===== src/rtl/ps2_mouse_pkg.sv =====
// ps2_mouse_pkg
//   Shared types and constants for the PS/2 mouse controller.
//   state_e      : controller sequencing states
//   PS2_*        : command / response bytes exchanged with the mouse
//   PKT_SYNC_BIT : bit of packet byte 0 that is always 1 on a valid header
//   DELTA_W      : width of a signed movement delta (sign bit + 8 data bits)
package ps2_mouse_pkg;

    typedef enum logic [2:0] {
        SEND_EN,
        WAIT_TX,
        WAIT_ACK,
        BYTE0,
        BYTE1,
        BYTE2,
        UPDATE
    } state_e;

    localparam logic [7:0] PS2_CMD_STREAM_EN = 8'hF4;
    localparam logic [7:0] PS2_ACK           = 8'hFA;
    localparam int         PKT_SYNC_BIT      = 3;
    localparam int         DELTA_W           = 9;

endpackage


===== src/rtl/ps2_mouse_ctrl_axis_accum.sv =====
// mouse_axis_accum
//   One cursor axis: adds (or subtracts, when INVERT) a signed 9-bit delta
//   to the held position and saturates the result to [0, MAX].
//   clk_i, reset_i : clock, async active-high reset (position -> MAX/2)
//   delta_i        : signed movement delta
//   ovf_i          : overflow flag; when set the delta is dropped
//   load_i         : apply the delta this cycle
//   pos_o          : registered position
module mouse_axis_accum
    import ps2_mouse_pkg::*;
#(
    parameter int   POS_W  = 9,
    parameter int   MAX    = 319,
    parameter bit   INVERT = 1'b0
) (
    input  logic                      clk_i,
    input  logic                      reset_i,
    input  logic signed [DELTA_W-1:0] delta_i,
    input  logic                      ovf_i,
    input  logic                      load_i,
    output logic [POS_W-1:0]          pos_o
);

    localparam logic signed [POS_W+1:0] MAX_S   = (POS_W+2)'(MAX);
    localparam logic [POS_W-1:0]        MAX_P   = POS_W'(MAX);
    localparam logic [POS_W-1:0]        RST_POS = POS_W'(MAX / 2);

    logic [POS_W-1:0]        pos_q, pos_d;
    logic signed [POS_W+1:0] pos_s, delta_s, sum_s;

    // Two guard bits above POS_W keep the sum from wrapping for any delta.
    always_comb begin
        pos_s   = signed'({2'b00, pos_q});
        delta_s = {{(POS_W+2-DELTA_W){delta_i[DELTA_W-1]}}, delta_i};
        sum_s   = INVERT ? (pos_s - delta_s) : (pos_s + delta_s);
        if (ovf_i) begin
            pos_d = pos_q;
        end else if (sum_s[POS_W+1]) begin
            pos_d = '0;
        end else if (sum_s > MAX_S) begin
            pos_d = MAX_P;
        end else begin
            pos_d = sum_s[POS_W-1:0];
        end
    end

    always_ff @(posedge clk_i or posedge reset_i) begin
        if (reset_i) begin
            pos_q <= RST_POS;
        end else if (load_i) begin
            pos_q <= pos_d;
        end
    end

    assign pos_o = pos_q;

endmodule


===== src/rtl/ps2_mouse_ctrl.sv =====
// ps2_mouse_ctrl
//   Brings a PS/2 mouse into stream mode through ps2_rxtx and turns its
//   3-byte movement packets into a clamped cursor position plus buttons.
//   tx_en_o/tx_data_o/tx_done_i : host-to-device command (always 0xF4)
//   rx_data_i/rx_done_i         : bytes received from the mouse
//   x_pos_o/y_pos_o             : cursor, 0..X_MAX / 0..Y_MAX, down is +Y
//   btn_o                       : {middle, right, left}
//   pkt_valid_o                 : one-cycle pulse when position/buttons update
//   ready_o                     : streaming enabled (sticky until reset)
//   Optional build macro PS2_MOUSE_PKT_TIMEOUT_EN: drops a partial packet if
//   the gap between bytes 0/1/2 reaches PKT_TIMEOUT cycles.
//
// state    | meaning
// SEND_EN  | pulse tx_en_o to send the stream-enable command
// WAIT_TX  | command shifting out, wait for tx_done_i
// WAIT_ACK | wait for 0xFA; resend on timeout
// BYTE0    | wait for a header byte with the sync bit set
// BYTE1    | wait for X delta byte
// BYTE2    | wait for Y delta byte
// UPDATE   | apply deltas, publish buttons, pulse pkt_valid_o
module ps2_mouse_ctrl
    import ps2_mouse_pkg::*;
#(
    parameter int X_MAX       = 319,
    parameter int Y_MAX       = 239,
    parameter int POS_W       = 9,
    parameter int ACK_TIMEOUT = 2_500_000,
    parameter int PKT_TIMEOUT = 1_000_000
) (
    input  logic             clk_i,
    input  logic             reset_i,
    output logic             tx_en_o,
    output logic [7:0]       tx_data_o,
    input  logic             tx_done_i,
    input  logic [7:0]       rx_data_i,
    input  logic             rx_done_i,
    output logic [POS_W-1:0] x_pos_o,
    output logic [POS_W-1:0] y_pos_o,
    output logic [2:0]       btn_o,
    output logic             pkt_valid_o,
    output logic             ready_o
);

    // One down-counter serves both the ACK wait and the inter-byte gap;
    // those phases never overlap.
    localparam int TMR_MAX  = (ACK_TIMEOUT > PKT_TIMEOUT) ? ACK_TIMEOUT : PKT_TIMEOUT;
    localparam int TMR_W    = ($clog2(TMR_MAX) < 1) ? 1 : $clog2(TMR_MAX);
    localparam logic [TMR_W-1:0] ACK_LOAD = TMR_W'(ACK_TIMEOUT - 1);
`ifdef PS2_MOUSE_PKT_TIMEOUT_EN
    localparam logic [TMR_W-1:0] PKT_LOAD = TMR_W'(PKT_TIMEOUT - 1);
`endif

    state_e           state_q;
    logic [TMR_W-1:0] tmr_q;
    logic             tx_en_q, ready_q, pkt_valid_q;
    logic [2:0]       btn_q, btn_pend_q;
    logic             sx_q, sy_q, ovf_x_q, ovf_y_q;
    logic [7:0]       dx_q, dy_q;

    always_ff @(posedge clk_i or posedge reset_i) begin
        if (reset_i) begin
            state_q     <= SEND_EN;
            tmr_q       <= '0;
            tx_en_q     <= 1'b0;
            ready_q     <= 1'b0;
            pkt_valid_q <= 1'b0;
            btn_q       <= '0;
            btn_pend_q  <= '0;
            sx_q        <= 1'b0;
            sy_q        <= 1'b0;
            ovf_x_q     <= 1'b0;
            ovf_y_q     <= 1'b0;
            dx_q        <= '0;
            dy_q        <= '0;
        end else begin
            tx_en_q     <= 1'b0;
            pkt_valid_q <= 1'b0;
            case (state_q)
                SEND_EN: begin
                    tx_en_q <= 1'b1;
                    state_q <= WAIT_TX;
                end
                WAIT_TX: begin
                    if (tx_done_i) begin
                        tmr_q   <= ACK_LOAD;
                        state_q <= WAIT_ACK;
                    end
                end
                WAIT_ACK: begin
                    // A real ACK wins over a timeout landing on the same cycle.
                    if (rx_done_i && (rx_data_i == PS2_ACK)) begin
                        ready_q <= 1'b1;
                        state_q <= BYTE0;
                    end else if (tmr_q == '0) begin
                        state_q <= SEND_EN;
                    end else begin
                        tmr_q <= tmr_q - TMR_W'(1);
                    end
                end
                BYTE0: begin
                    if (rx_done_i && rx_data_i[PKT_SYNC_BIT]) begin
                        ovf_y_q    <= rx_data_i[7];
                        ovf_x_q    <= rx_data_i[6];
                        sy_q       <= rx_data_i[5];
                        sx_q       <= rx_data_i[4];
                        btn_pend_q <= rx_data_i[2:0];
`ifdef PS2_MOUSE_PKT_TIMEOUT_EN
                        tmr_q      <= PKT_LOAD;
`endif
                        state_q    <= BYTE1;
                    end
                end
                BYTE1: begin
                    if (rx_done_i) begin
                        dx_q    <= rx_data_i;
`ifdef PS2_MOUSE_PKT_TIMEOUT_EN
                        tmr_q   <= PKT_LOAD;
`endif
                        state_q <= BYTE2;
                    end
`ifdef PS2_MOUSE_PKT_TIMEOUT_EN
                    else if (tmr_q == '0) begin
                        state_q <= BYTE0;
                    end else begin
                        tmr_q <= tmr_q - TMR_W'(1);
                    end
`endif
                end
                BYTE2: begin
                    if (rx_done_i) begin
                        dy_q    <= rx_data_i;
                        state_q <= UPDATE;
                    end
`ifdef PS2_MOUSE_PKT_TIMEOUT_EN
                    else if (tmr_q == '0) begin
                        state_q <= BYTE0;
                    end else begin
                        tmr_q <= tmr_q - TMR_W'(1);
                    end
`endif
                end
                UPDATE: begin
                    btn_q       <= btn_pend_q;
                    pkt_valid_q <= 1'b1;
                    state_q     <= BYTE0;
                end
                default: state_q <= SEND_EN;
            endcase
        end
    end

    logic                      load;
    logic signed [DELTA_W-1:0] dx, dy;

    // Positions register on the same edge that raises pkt_valid_o.
    assign load = (state_q == UPDATE);
    assign dx   = {sx_q, dx_q};
    assign dy   = {sy_q, dy_q};

    mouse_axis_accum #(
        .POS_W (POS_W),
        .MAX   (X_MAX),
        .INVERT(1'b0)
    ) u_axis_x (
        .clk_i  (clk_i),
        .reset_i(reset_i),
        .delta_i(dx),
        .ovf_i  (ovf_x_q),
        .load_i (load),
        .pos_o  (x_pos_o)
    );

    // PS/2 reports Y up-positive; screen Y grows downward.
    mouse_axis_accum #(
        .POS_W (POS_W),
        .MAX   (Y_MAX),
        .INVERT(1'b1)
    ) u_axis_y (
        .clk_i  (clk_i),
        .reset_i(reset_i),
        .delta_i(dy),
        .ovf_i  (ovf_y_q),
        .load_i (load),
        .pos_o  (y_pos_o)
    );

    assign tx_en_o     = tx_en_q;
    assign tx_data_o   = PS2_CMD_STREAM_EN;
    assign btn_o       = btn_q;
    assign pkt_valid_o = pkt_valid_q;
    assign ready_o     = ready_q;

endmodule


===== config.mk =====
export PLATFORM = sky130hd
export DESIGN_NAME = ps2_mouse_ctrl
export DESIGN_NICKNAME = d
export VERILOG_FILES = /design/src/rtl/ps2_mouse_pkg.sv /design/src/rtl/ps2_mouse_ctrl_axis_accum.sv /design/src/rtl/ps2_mouse_ctrl.sv
export SDC_FILE = /design/constraint.sdc
export NUM_CORES = 1
export LEC_CHECK = 0
export CAP_MARGIN = 40
export CELL_PAD_IN_SITES_DETAIL_PLACEMENT = 1
export CELL_PAD_IN_SITES_GLOBAL_PLACEMENT = 2
export CORE_AREA = 10 10 198 107
export CTS_CLUSTER_SIZE = 28
export DETAILED_ROUTE_END_ITERATION = 16
export DIE_AREA = 0 0 208 117
export PLACE_DENSITY_LB_ADDON = 0.08
export REMOVE_ABC_BUFFERS = 1
export SLEW_MARGIN = 20
export SYNTH_ARGS = -nofsm -noshare
export SYNTH_HDL_FRONTEND = slang
export SYNTH_SLANG_ARGS = --single-unit

===== constraint.sdc =====
create_clock -name clk_i -period 3.6 [get_ports clk_i]
set_clock_uncertainty 0.2 [all_clocks]
set_input_delay 0.36 -clock clk_i [delete_from_list [all_inputs] [get_ports clk_i]]
set_output_delay 0.36 -clock clk_i [all_outputs]
set_load 0.05 [all_outputs]

### After elaboration in Yosys (flattened, before gate mapping)

Cells that the tools add are included.

| word-level totals | value |
|---|---|
| flip-flop bits (word level) | 72 |
| bits in latches | 0 |
| memory bits (writable) | 0 |
| bits in read-only memories | 0 |
| bits of input ports | 12 |
| output and inout port bits | 32 |
| logic and storage cells | 66 |
| memories | 0 |

| operators by class | value |
|---|---|
| $add $sub $neg | 3 |
| $mul | 0 |
| div/mod/pow operators | 0 |
| $lt $le $gt $ge | 2 |
| eq/ne operators | 14 |
| shift-type cells | 0 |
| mux-type cells | 17 |
| bitwise gates (word level) | 2 |
| reduce and logical (&&, ||, !) cells | 13 |

Operator list:

| kind | number |
|---|---|
| 2-to-1 mux 22 bit | 3 |
| one-hot mux 22 bit (2 select lines) | 1 |
| 2-to-1 mux 9 bit | 4 |
| zero test 22 bit | 1 |
| subtractor 22 x 1 -> 22 bit, second input constant | 1 |
| one-hot mux 3 bit (7 select lines) | 1 |
| 2-to-1 mux 3 bit | 6 |
| != test 2 bit, second input constant | 6 |
| AND reduction 2 bit | 6 |
| adder 10 x 9 -> 11 bit | 1 |
| greater-than comparator 11 x 10 -> 1 bit, second input constant | 1 |
| greater-than comparator 11 x 9 -> 1 bit, second input constant | 1 |
| subtractor 10 x 9 -> 11 bit | 1 |
| == test 3 bit, second input constant | 3 |
| == test 8 bit, second input constant | 1 |
| == test 3 x 2 -> 1 bit, second input constant | 2 |
| AND reduction 5 bit | 1 |
| AND reduction 4 bit | 1 |
| == test 3 x 1 -> 1 bit, second input constant | 1 |
| zero test 3 bit | 1 |
| != test 3 bit, second input constant | 1 |
| logical AND 1 bit | 2 |
| 2-to-1 mux 1 bit | 2 |
| inverter 1 bit | 2 |
| nonzero test 2 bit | 1 |

### Longest topological paths before layout

Gate-level depths: netlist (run 1).

| logic depth | value |
|---|---|
| depth after elaboration | 4 |
| gate-level depth with buffers | 10 |
| gate-level depth less buffers | 10 |

### By module

From an unflattened synthesis (run 1), not the netlist that was laid out.

| unflattened totals | value |
|---|---|
| cells, all modules | 481 |
| area, all modules | 4799.6 um^2 |

Modules (own cells, without submodules):

| module | instances | cells an instance | area an instance (um^2) | seq. area each (um^2) |
|---|---|---|---|---|
| ps2_mouse_ctrl | 1 | 233 | 2636.3 | 1351.3 |
| mouse_axis_accum (u_axis_y) | 1 | 134 | 1091.0 | 232.7 |
| mouse_axis_accum (u_axis_x) | 1 | 114 | 1072.3 | 232.7 |

### Least setup slack after synthesis (run 1)

No wires, ideal clock.

| path | value |
|---|---|
| path type | register -> register |
| start point | register u_axis_y.pos_q[0], in the netlist u_axis_y.pos_o[0] |
| end point | register u_axis_y.pos_q[3], in the netlist u_axis_y.pos_o[3] |
| setup time | 137 ps |
| arrival time | 2660 ps |
| required time | 3263 ps |
| slack | 603 ps |
| cell stages (with the launch flop) | 11 |
| path buffers | 0 |
| clock period less this slack | 2997 ps |
| cells stage by stage | dfstp_2 -> inv_1 -> ha_1 -> inv_1 -> fa_1 -> a211oi_1 -> o21ai_0 -> a31oi_1 -> mux2_2 -> a32oi_1 -> o21ai_0 |

| between the ends | value |
|---|---|
| longest elaborated chain between the ends | 4 |

RTL lines:

| what | line | source |
|---|---|---|
| from (decl) | ps2_mouse_ctrl_axis_accum.sv:28 | `logic [POS_W-1:0] pos_q, pos_d;` |
| from (signal assigned) | ps2_mouse_ctrl_axis_accum.sv:51 | `pos_q <= pos_d;` |
| subtractor 10 x 9 -> 11 bit * | ps2_mouse_ctrl_axis_accum.sv:35 | `sum_s = INVERT ? (pos_s - delta_s) : (pos_s + delta_s);` |
| greater-than comparator 11 x 9 -> 1 bit | ps2_mouse_ctrl_axis_accum.sv:40 | `end else if (sum_s > MAX_S) begin` |
| 2-to-1 mux 9 bit | ps2_mouse_ctrl_axis_accum.sv:40 |  |
| 2-to-1 mux 9 bit * | ps2_mouse_ctrl_axis_accum.sv:38 | `end else if (sum_s[POS_W+1]) begin` |

Every way passes the cells marked *; elsewhere a longest branch is shown, timed or not.
A chain may end at the register's enable or synchronous reset.

### Final worst setup path (run 1)

| path | value |
|---|---|
| start point | register dx_q[0] |
| end point | register u_axis_x.pos_q[2], in the netlist u_axis_x.pos_o[2] |

| between the ends | value |
|---|---|
| longest elaborated chain between the ends | 4 |

RTL lines:

| what | line | source |
|---|---|---|
| from (decl) | ps2_mouse_ctrl.sv:58 | `logic [7:0] dx_q, dy_q;` |
| from (signal assigned) | ps2_mouse_ctrl.sv:115 | `dx_q <= rx_data_i;` |
| adder 10 x 9 -> 11 bit * | ps2_mouse_ctrl_axis_accum.sv:35 |  |
| greater-than comparator 11 x 10 -> 1 bit | ps2_mouse_ctrl_axis_accum.sv:40 |  |
| 2-to-1 mux 9 bit | ps2_mouse_ctrl_axis_accum.sv:40 |  |
| 2-to-1 mux 9 bit * | ps2_mouse_ctrl_axis_accum.sv:38 |  |
| to (signal assigned) | ps2_mouse_ctrl_axis_accum.sv:51 |  |
| to (decl) | ps2_mouse_ctrl_axis_accum.sv:28 |  |

Marks and branches as above.

==> impl_metrics.py, run 1 <==
metrics = {
    "timing": {
        "final.min_clock_period_ns": 3.21,
        "tightest_slew_ns": 0.775,
        "grt_setup_unrepaired": "no",
        "fmax_mhz": 311,
        "relSlewSlack": 0.479,
        "final.setup.tns_ns": 0,
        "period_share": 0.893,
        "hold_viol_final": 0,
        "setup_violations": 0,
        "drv_slew": 0,
    },
    "global_routing": {
        "grt_overflow_total": 0,
        "antenna_found_initial": 0,
        "grt_max_degree": 34,
        "grt_pass1_wl_um": 22300,
        "grt_usage": 0.117,
        "first_global_vias": 3529,
    },
    "cts": {
        "cts_setup_buffers": 0,
        "clk-insertion-delay-late_ns": 0.33,
        "cts_hold_buf": 0,
        "root_buffer": "clkbuf_16",
        "post_cts_resized": 0,
        "clockBufferDepth": 2,
        "h-tree-depth": 3,
        "clock_sinks": 72,
        "cts.clk_slew.worst_paths_ns": 0.06,
        "cts_made_buffers": 9,
        "cts_tree": "done",
    },
    "yosys": {
        "synth-warning-count": 0,
        "synthArstFlopShare": 1.00,
        "ys_seq_elements": 72,
        "synth_flop_cell": "dfrtp_1",
        "synthCells": 428,
        "yosysUniqueCellTypes": 69,
        "syn_area_per_cell_um2": 10.2,
        "synth_seq_area_share": 0.417,
        "synth-edff-count": 0,
        "synth_area_mm2": 0.00436,
    },
    "worst_setup_path": {
        "critPathKind": "flip-flop to flip-flop",
        "cpPeakStageDelay_ns": 0.49,
        "reg2reg_depth": 8,
        "crit_required_ns": 3.67,
        "crit_path_end_kind": "flip-flop",
        "start_kind": "flip-flop",
        "critPathBufInv": 0,
        "timing.rr.end": "u_axis_x.pos_o[2]",
        "r2r_slack_ns": 0.39,
        "cp_slowest_cell": "o22ai_1",
        "r2r_start": "dx_q[0]",
        "crit_family": "compound AO/OA/AOI/OAI gates",
        "crit_chain": "ha_1 > fa_1 > a211o_1 > a2111o_1 > o311ai_0 > a211oi_1 > o22ai_1 > o221a_2",
        "worstPathArrival_ns": 3.28,
        "crit_fanout": 6,
    },
    "layout": {
        "layout_common_cells": "dfrtp_1, clkdlybuf4s50_1, inv_1, mux2_2, nor2_1",
        "n_antenna_cell": 0,
        "drive_gt1_frac": 0.171,
        "nets": 504,
        "syn_to_final_growth_pct": 22.1,
        "layout_commonest_cell": "dfrtp_1",
        "nFillCells": 2018,
    },
    "placed_design": {
        "place.port_buffers": 35,
        "gp_congestion": 0.811,
        "hpwlAfterDp_um": 10900,
    },
    "drt": {
        "ant_nets": 0,
        "drt_wl_total_um": 14000,
        "via_count": 3528,
        "routedWlPerCell_um": 19.6,
        "via_per_inst": 4.94,
        "dr.pass1.iters": 4,
        "drc": 0,
        "drtIter0Drc": 255,
    },
    "power": {
        "vdd_drop_max_mv": 0.321,
        "p_leak_uw": 0.00220,
        "power_per_cell_area_mw_per_mm2": 1070,
        "total_power_uw": 5670,
    },
    "die": {
        "die_width_um": 208,
        "start_util": 0.244,
        "core_area_mm2": 0.0179,
        "num_io_pins": 44,
        "fp-row-count": 35,
        "dieArea_mm2": 0.0243,
        "dieHeight_um": 117,
    },
    "status": {
        "run_status": "finished, final reports clean",
    },
    "run": {
        "drv_cap": 0,
    },
    "hold_path": {
        "min_path_type": "input port to async pin",
    },
}
## cell families after synthesis
group | share of synthesized area
adders and majority gates | 0.0695
buffers and inverters | 0.0483
AOI/OAI and AO/OA | 0.203
and+or+nand+nor | 0.159
DFF | 0.417
xor gates and xnor gates | 0.0342
muxes | 0.0666
other | 0.00172
## metrics by stage
stage          instances  worst slack (ns)  hold WS, ns   util  instance area, um^2
2_1_floorplan        412             0.603        0.233      -                 4260
3_3_place_gp         696             0.398        0.260  0.279                 4990
3_5_place_dp         697             0.347        0.257  0.281                 5010
4_1_cts              713             0.388       0.0680  0.297                 5310
5_1_grt              714             0.191       0.0894  0.298                 5320
6_report             714             0.387       0.0713  0.298                 5320
## routing by layer
layer	GRT usage	vias up	wire, um
met5	0	-	0
met4	0.0187	0	76
met2	0.134	70	4640
li1	-	1679	-
met1	0.195	1770	8490
met3	0.0331	9	824
## power by group
| group | leakage [uW] | switching (uW) | total (uW) | internal, uW |
|---|---|---|---|---|
| Clock | 0.000136 | 361 | 900 | 539 |
| Sequential | 0.000856 | 295 | 1430 | 1130 |
| Combinational | 0.00121 | 2030 | 3340 | 1310 |
| Total | 0.00220 | 2690 | 5670 | 2980 |
## synthesized netlist by cell type (3+ instances only)
library cell,instances,area [um^2]
nor2_1,23,86.3
o21ai_0,22,110
o41ai_1,4,35.0
or3_1,4,25.0
a31oi_1,5,31.3
nor4_1,4,25.0
o211ai_1,5,37.5
xnor2_1,8,70.1
o31ai_1,6,45.0
buf_4,8,60.1
or4_1,4,30.0
o21a_1,4,30.0
a21o_1,8,60.1
ha_1,21,263
and2_1,3,18.8
a21oi_1,16,80.1
nand3_1,13,65.1
nor3b_1,3,22.5
o221a_2,6,67.6
a32o_1,3,30.0
o311ai_0,4,35.0
nor3_1,17,85.1
clkbuf_1,11,41.3
dfstp_2,12,315
a211oi_1,8,60.1
nand2_1,22,82.6
inv_1,25,93.8
nand2b_1,4,25.0
nand4_1,3,18.8
buf_2,3,15.0
mux2_2,24,270
or2_2,3,18.8
nor2b_1,5,31.3
dfrtp_1,60,1500
xor2_1,9,78.8
## registers in the layout (all words and copies together), names as in the netlist
name / flops
btn_pend_q: 3
tmr_q: 22
ready_o: 1
ovf_y_q: 1
dy_q: 8
sy_q: 1
state_q: 3
dx_q: 8
tx_en_o: 1
u_axis_x.pos_o: 9
sx_q: 1
btn_o: 3
pkt_valid_o: 1
ovf_x_q: 1
u_axis_y.pos_o: 9
## area by class of cell
cell class | count | area (um^2) | area share
clock inverter | 5 | 58.8 | 0.0111
tap | 240 | 300 | 0.0565
clock buffer | 11 | 233 | 0.0438
multi-input combinational | 315 | 2350 | 0.442
timing repair buffer | 46 | 462 | 0.0868
inverter | 25 | 95.1 | 0.0179
sequential | 72 | 1820 | 0.342
## worst register-to-register path: stages, from the launching register on
cell and delay (ns):
dfrtp_1 0.39, ha_1 0.23, fa_1 0.46, a211o_1 0.37, a2111o_1 0.39, o311ai_0 0.16, a211oi_1 0.15, o22ai_1 0.49
o221a_2 0.32
## worst max-delay path by stage
stage	startpoint	to	slack [ns]	depth (start not counted)
after floorplan	u_axis_y.pos_o[0]	u_axis_y.pos_o[3]	0.60	10
after global routing	dx_q[0]	u_axis_x.pos_o[2]	0.19	8
after CTS	dx_q[0]	u_axis_x.pos_o[2]	0.39	8
after global placement	rx_data_i[2]	tmr_q[16]	0.40	7
after detailed placement	rx_data_i[2]	tmr_q[9]	0.35	7
final	dx_q[0]	u_axis_x.pos_o[2]	0.39	8
(Power assumes the default switching activity.)
==> run 2, diff against run 1 <==
--- a/config.mk
+++ b/config.mk
@@ -12,7 +12,7 @@
 export CTS_CLUSTER_SIZE = 28
 export DETAILED_ROUTE_END_ITERATION = 16
 export DIE_AREA = 0 0 208 117
-export PLACE_DENSITY_LB_ADDON = 0.08
+export PLACE_DENSITY = 0.63
 export REMOVE_ABC_BUFFERS = 1
 export SLEW_MARGIN = 20
 export SYNTH_ARGS = -nofsm -noshare
==> constraint.sdc (replaced) <==
create_clock -name clk_i -period 3.6 [get_ports clk_i]
set_clock_uncertainty 0.2 [all_clocks]
set_input_delay 0.36 -clock clk_i [delete_from_list [all_inputs] [get_ports clk_i]]
set_output_delay 0.36 -clock clk_i [all_outputs]
set_load 0.01 [all_outputs]
==> run 2 against run 1 <==
Against the previous run: worst hold slack better by 0.13 ns; global-route usage shrank 0.90 points; non-clock buffer count down 7; clock power up 4.1%; sequential share of layout area increased by 0.44 points; maximum frequency up 1.4%; via count shrank 0.37%; critical path type unchanged; largest cell class unchanged; highest routed layer unchanged.
==> impl_metrics.py, run 2 (same netlist as run 1, synthesis figures left out) <==
metrics = {
    "drt": {
        "via_per_inst": 4.97,
        "drc": 0,
        "drt_wl_total_um": 13100,
        "dr.pass1.iters": 4,
        "drtIter0Drc": 237,
        "via_count": 3515,
        "ant_nets": 0,
        "routedWlPerCell_um": 18.5,
    },
    "cts": {
        "h-tree-depth": 3,
        "clockBufferDepth": 2,
        "post_cts_resized": 0,
        "cts_tree": "done",
        "cts_made_buffers": 9,
        "root_buffer": "clkbuf_16",
        "cts_hold_buf": 0,
        "clock_sinks": 72,
        "clk-insertion-delay-late_ns": 0.34,
        "cts_setup_buffers": 0,
        "cts.clk_slew.worst_paths_ns": 0.07,
    },
    "power": {
        "vdd_drop_max_mv": 0.271,
        "p_leak_uw": 0.00216,
        "power_per_cell_area_mw_per_mm2": 996,
    },
    "worst_setup_path": {
        "crit_path_end_kind": "flip-flop",
        "reg2reg_depth": 11,
        "r2r_slack_ns": 0.43,
        "start_kind": "flip-flop",
        "crit_fanout": 6,
        "critPathKind": "flip-flop to flip-flop",
        "worstPathArrival_ns": 3.25,
        "crit_required_ns": 3.68,
    },
    "die": {
        "dieArea_mm2": 0.0243,
        "fp-row-count": 35,
        "die_width_um": 208,
        "core_area_mm2": 0.0179,
        "start_util": 0.244,
        "dieHeight_um": 117,
        "num_io_pins": 44,
    },
    "layout": {
        "largest_reg_flops": 22,
        "postLayoutCellArea_mm2": 0.00525,
        "layout_commonest_cell": "dfrtp_1",
        "layout_common_cells": "dfrtp_1, clkdlybuf4s50_1, inv_1, mux2_2, nor2_1",
        "nets": 497,
        "nFillCells": 2033,
        "top_register": "tmr_q",
        "syn_to_final_growth_pct": 20.5,
        "n_antenna_cell": 0,
        "drive_gt1_frac": 0.161,
    },
    "global_routing": {
        "grt_usage": 0.108,
        "first_global_vias": 3534,
        "grt_pass1_wl_um": 21000,
        "antenna_found_initial": 0,
        "grt_overflow_total": 0,
        "grt_max_degree": 31,
    },
    "timing": {
        "grt_setup_unrepaired": "no",
        "hold_viol_final": 0,
        "tightest_slew_ns": 0.856,
        "final.min_clock_period_ns": 3.17,
        "relSlewSlack": 0.425,
        "fmax_mhz": 316,
        "setup_violations": 0,
        "drv_slew": 0,
        "period_share": 0.880,
        "final.setup.tns_ns": 0,
    },
    "run": {
        "drv_cap": 0,
    },
    "hold_path": {
        "min_path_type": "input port to async pin",
    },
    "placed_design": {
        "postPlaceCellArea_mm2": 0.00494,
        "gp_congestion": 0.809,
        "hpwlAfterDp_um": 10200,
        "place.port_buffers": 35,
    },
    "status": {
        "run_status": "finished, final reports clean",
    },
}
==> run 2: area by class of cell <==
cell class                 count  area [um^2]  area share
clock buffer                  11          243      0.0462
clock inverter                 5         63.8      0.0122
inverter                      25         93.8      0.0179
multi-input combinational    315         2350       0.448
sequential                    72         1820       0.346
tap                          240          300      0.0572
timing repair buffer          39          380      0.0725
==> run 2: worst paths after layout <==
kind                                    from                 to
max                        u_axis_y.pos_o[0]  u_axis_y.pos_o[4]
min                                  reset_i  u_axis_x.pos_o[6]
max reg2reg                u_axis_y.pos_o[0]  u_axis_y.pos_o[4]
min reg2reg                    btn_pend_q[0]           btn_o[0]
max in group asynchronous            reset_i  u_axis_y.pos_o[2]
min in group clk_i             btn_pend_q[0]           btn_o[0]
==> run 2: worst max-delay path, cell delays in order, from the launching register on <==
cell and delay, ns:
dfstp_2 0.55, inv_1 0.04, ha_1 0.20, inv_1 0.07
fa_1 0.22, a211oi_1 0.09, buf_4 0.17, o2111a_1 0.25
a211oi_1 0.43, a211oi_1 0.13, a211oi_2 0.51, a32o_1 0.25
==> run 2: per-layer routing <==
layer  vias up  wire, um  global-route usage
li1       1661         -                   -
met1      1793      7570               0.169
met2        54      4960               0.143
met3         7       447              0.0233
met4         0       111              0.0245
met5         -         0                   0
==> run 2: report_power, final <==
part | internal, uW | total [uW] | switching [uW]
Sequential | 1130 | 1420 | 285
Combinational | 1270 | 2870 | 1600
Clock | 562 | 937 | 374
==> run 2: metrics by stage <==
stage	cells	total power (uW)	utilization	setup WS [ns]	hold slack, ns
floorplan	412	3300	-	0.711	0.233
global placement	691	4230	0.277	0.429	0.245
detailed placement	691	4280	0.277	0.262	0.271
CTS	707	5260	0.294	0.430	0.229
global route	707	5660	0.294	0.183	0.248
finish	707	5230	0.294	0.432	0.204
==> run 3, diff against run 2 <==
--- a/config.mk
+++ b/config.mk
@@ -8,10 +8,10 @@
 export CAP_MARGIN = 40
 export CELL_PAD_IN_SITES_DETAIL_PLACEMENT = 1
 export CELL_PAD_IN_SITES_GLOBAL_PLACEMENT = 2
-export CORE_AREA = 10 10 198 107
+export CORE_AREA = 2 2 190 99
 export CTS_CLUSTER_SIZE = 28
 export DETAILED_ROUTE_END_ITERATION = 16
-export DIE_AREA = 0 0 208 117
+export DIE_AREA = 0 0 192 101
 export PLACE_DENSITY = 0.63
 export REMOVE_ABC_BUFFERS = 1
 export SLEW_MARGIN = 20
==> run 3 against run 2 <==
Against the previous run: total power shrank 0.39%; sequential share of layout area is essentially flat; non-clock buffer count grew 1; critical path depth shrank 4; clock power shrank 4.6%; largest power group unchanged; final area is essentially flat; routed wire length shrank 3.9%; worst setup slack gained 0.072 ns; via count grew 0.17%; maximum frequency grew 2.3%; sequential cell count is the same.
==> impl_metrics.py, run 3 (same netlist as run 1, synthesis figures left out) <==
metrics = {
    "run": {
        "drv_cap": 0,
    },
    "placed_design": {
        "hpwlAfterDp_um": 9740,
        "gp_congestion": 0.822,
        "place.port_buffers": 35,
    },
    "cts": {
        "root_buffer": "clkbuf_16",
        "post_cts_resized": 0,
        "clockBufferDepth": 2,
        "clk-insertion-delay-late_ns": 0.35,
        "cts_made_buffers": 9,
        "h-tree-depth": 3,
        "cts_tree": "done",
        "cts.clk_slew.worst_paths_ns": 0.07,
        "cts_setup_buffers": 0,
        "cts_hold_buf": 0,
        "clock_sinks": 72,
    },
    "drt": {
        "dr.pass1.iters": 4,
        "via_count": 3521,
        "drc": 0,
        "met1_length_um": 7080,
        "routedWlPerCell_um": 17.7,
        "wl_met3_um": 673,
        "highest_layer": "met4",
        "drtIter0Drc": 179,
        "drt_wl_total_um": 12600,
        "wl_met2_um": 4720,
        "ant_nets": 0,
        "via_per_inst": 4.97,
    },
    "timing": {
        "grt_setup_unrepaired": "no",
        "tightest_slew_ns": 0.789,
        "setup_violations": 0,
        "drv_slew": 0,
        "fmax_mhz": 323,
        "hold_viol_final": 0,
        "final.setup.tns_ns": 0,
        "period_share": 0.860,
        "relSlewSlack": 0.470,
        "final.min_clock_period_ns": 3.10,
    },
    "hold_path": {
        "min_path_type": "input port to async pin",
    },
    "layout": {
        "syn_to_final_growth_pct": 20.5,
        "top_register": "tmr_q",
        "layout_commonest_cell": "dfrtp_1",
        "layout_common_cells": "dfrtp_1, clkdlybuf4s50_1, inv_1, mux2_2, nor2_1",
        "nFillCells": 2036,
        "drive_gt1_frac": 0.165,
        "largest_reg_flops": 22,
        "nets": 498,
    },
    "die": {
        "start_util": 0.244,
        "num_io_pins": 44,
        "die_width_um": 192,
        "fp-row-count": 35,
        "dieArea_mm2": 0.0194,
        "dieHeight_um": 101,
        "core_area_mm2": 0.0179,
    },
    "worst_setup_path": {
        "worstPathArrival_ns": 3.17,
        "crit_family": "compound AO/OA/AOI/OAI gates",
        "crit_fanout": 5,
        "start_kind": "flip-flop",
        "worstSetupStartpoint": "u_axis_y.pos_o[1]",
        "crit_chain": "ha_1 > nor2b_1 > o31ai_1 > a31oi_1 > a311oi_1 > a211oi_2 > a32o_1",
        "cp_slowest_cell": "o31ai_1",
        "reg2reg_depth": 7,
        "critPathBufInv": 0,
        "crit_required_ns": 3.68,
        "critPathKind": "flip-flop to flip-flop",
        "timing.rr.end": "u_axis_y.pos_o[4]",
        "crit_path_end_kind": "flip-flop",
        "r2r_slack_ns": 0.50,
        "r2r_start": "u_axis_y.pos_o[1]",
        "cpPeakStageDelay_ns": 0.62,
    },
    "power": {
        "p_leak_uw": 0.00217,
        "power_per_cell_area_mw_per_mm2": 992,
        "total_power_uw": 5210,
        "vdd_drop_max_mv": 0.286,
    },
    "global_routing": {
        "grt_overflow_total": 0,
        "first_global_vias": 3506,
        "grt_usage": 0.138,
        "grt_pass1_wl_um": 20400,
        "grt_max_degree": 29,
        "antenna_found_initial": 0,
    },
    "status": {
        "run_status": "finished, final reports clean",
    },
}
run 3: cell count changes in the layout (fill, tap and decap cells not counted), sizes merged:
cell and delta:
inv +5, clkbuf -2, buf +1, bufinv -1, clkinv -1, clkinvlp -1
diode +1
run 3: worst reg2reg max path: cells and delay by family (launching register included):
kind                     cells  cell delay, ns
AND/OR/NAND/NOR              1            0.15
AO/OA/AOI/OAI                5            1.84
flip-flops                   1            0.59
adder cells (fa/ha/maj)      1            0.24
run 3: metal layers:
metal  global-route usage  vias to the layer above
li1                     -                     1667
met1                0.222                     1774
met2                0.179                       73
met3               0.0292                        7
met4               0.0352                        0
met5                    0                        -
run 3: power by group:
group | switching [uW] | total, uW | internal [uW]
sequential | 289 | 1420 | 1130
clock | 406 | 894 | 489
combinational | 1610 | 2890 | 1280
total | 2310 | 5210 | 2900
run 3: metrics by stage:
step / hold WS, ns / cell area [um^2] / setup WS [ns] / cells / utilization
2_1_floorplan: 0.233 / 4260 / 0.711 / 412 / -
3_3_place_gp: 0.259 / 4940 / 0.435 / 691 / 0.277
3_5_place_dp: 0.260 / 4940 / 0.336 / 691 / 0.277
4_1_cts: 0.178 / 5230 / 0.492 / 707 / 0.293
5_1_grt: 0.207 / 5250 / 0.319 / 708 / 0.294
6_report: 0.160 / 5250 / 0.504 / 709 / 0.294
run 3: area by class of cell:
type                    count  area, um^2  share of cell area
diodes                      1        2.50            0.000477
clock buffers               9         225              0.0429
clock inverters             7        66.3              0.0126
inverters                  25        93.8              0.0179
multi-input cells         315        2350               0.448
flip-flops and latches     72        1820               0.346
well taps                 240         300              0.0572
repair buffers             40         392              0.0746
run 3: how the worst max path moves through the flow:
| stage | endpoint | slack [ns] | depth (start not counted) |
|---|---|---|---|
| 2_1_floorplan | u_axis_y.pos_o[3] | 0.71 | 10 |
| 4_1_cts | u_axis_y.pos_o[4] | 0.49 | 7 |
| 6_report | u_axis_y.pos_o[4] | 0.50 | 7 |
| 5_1_grt | u_axis_y.pos_o[4] | 0.32 | 7 |
| 3_5_place_dp | tmr_q[9] | 0.34 | 7 |
| 3_3_place_gp | tmr_q[9] | 0.43 | 7 |
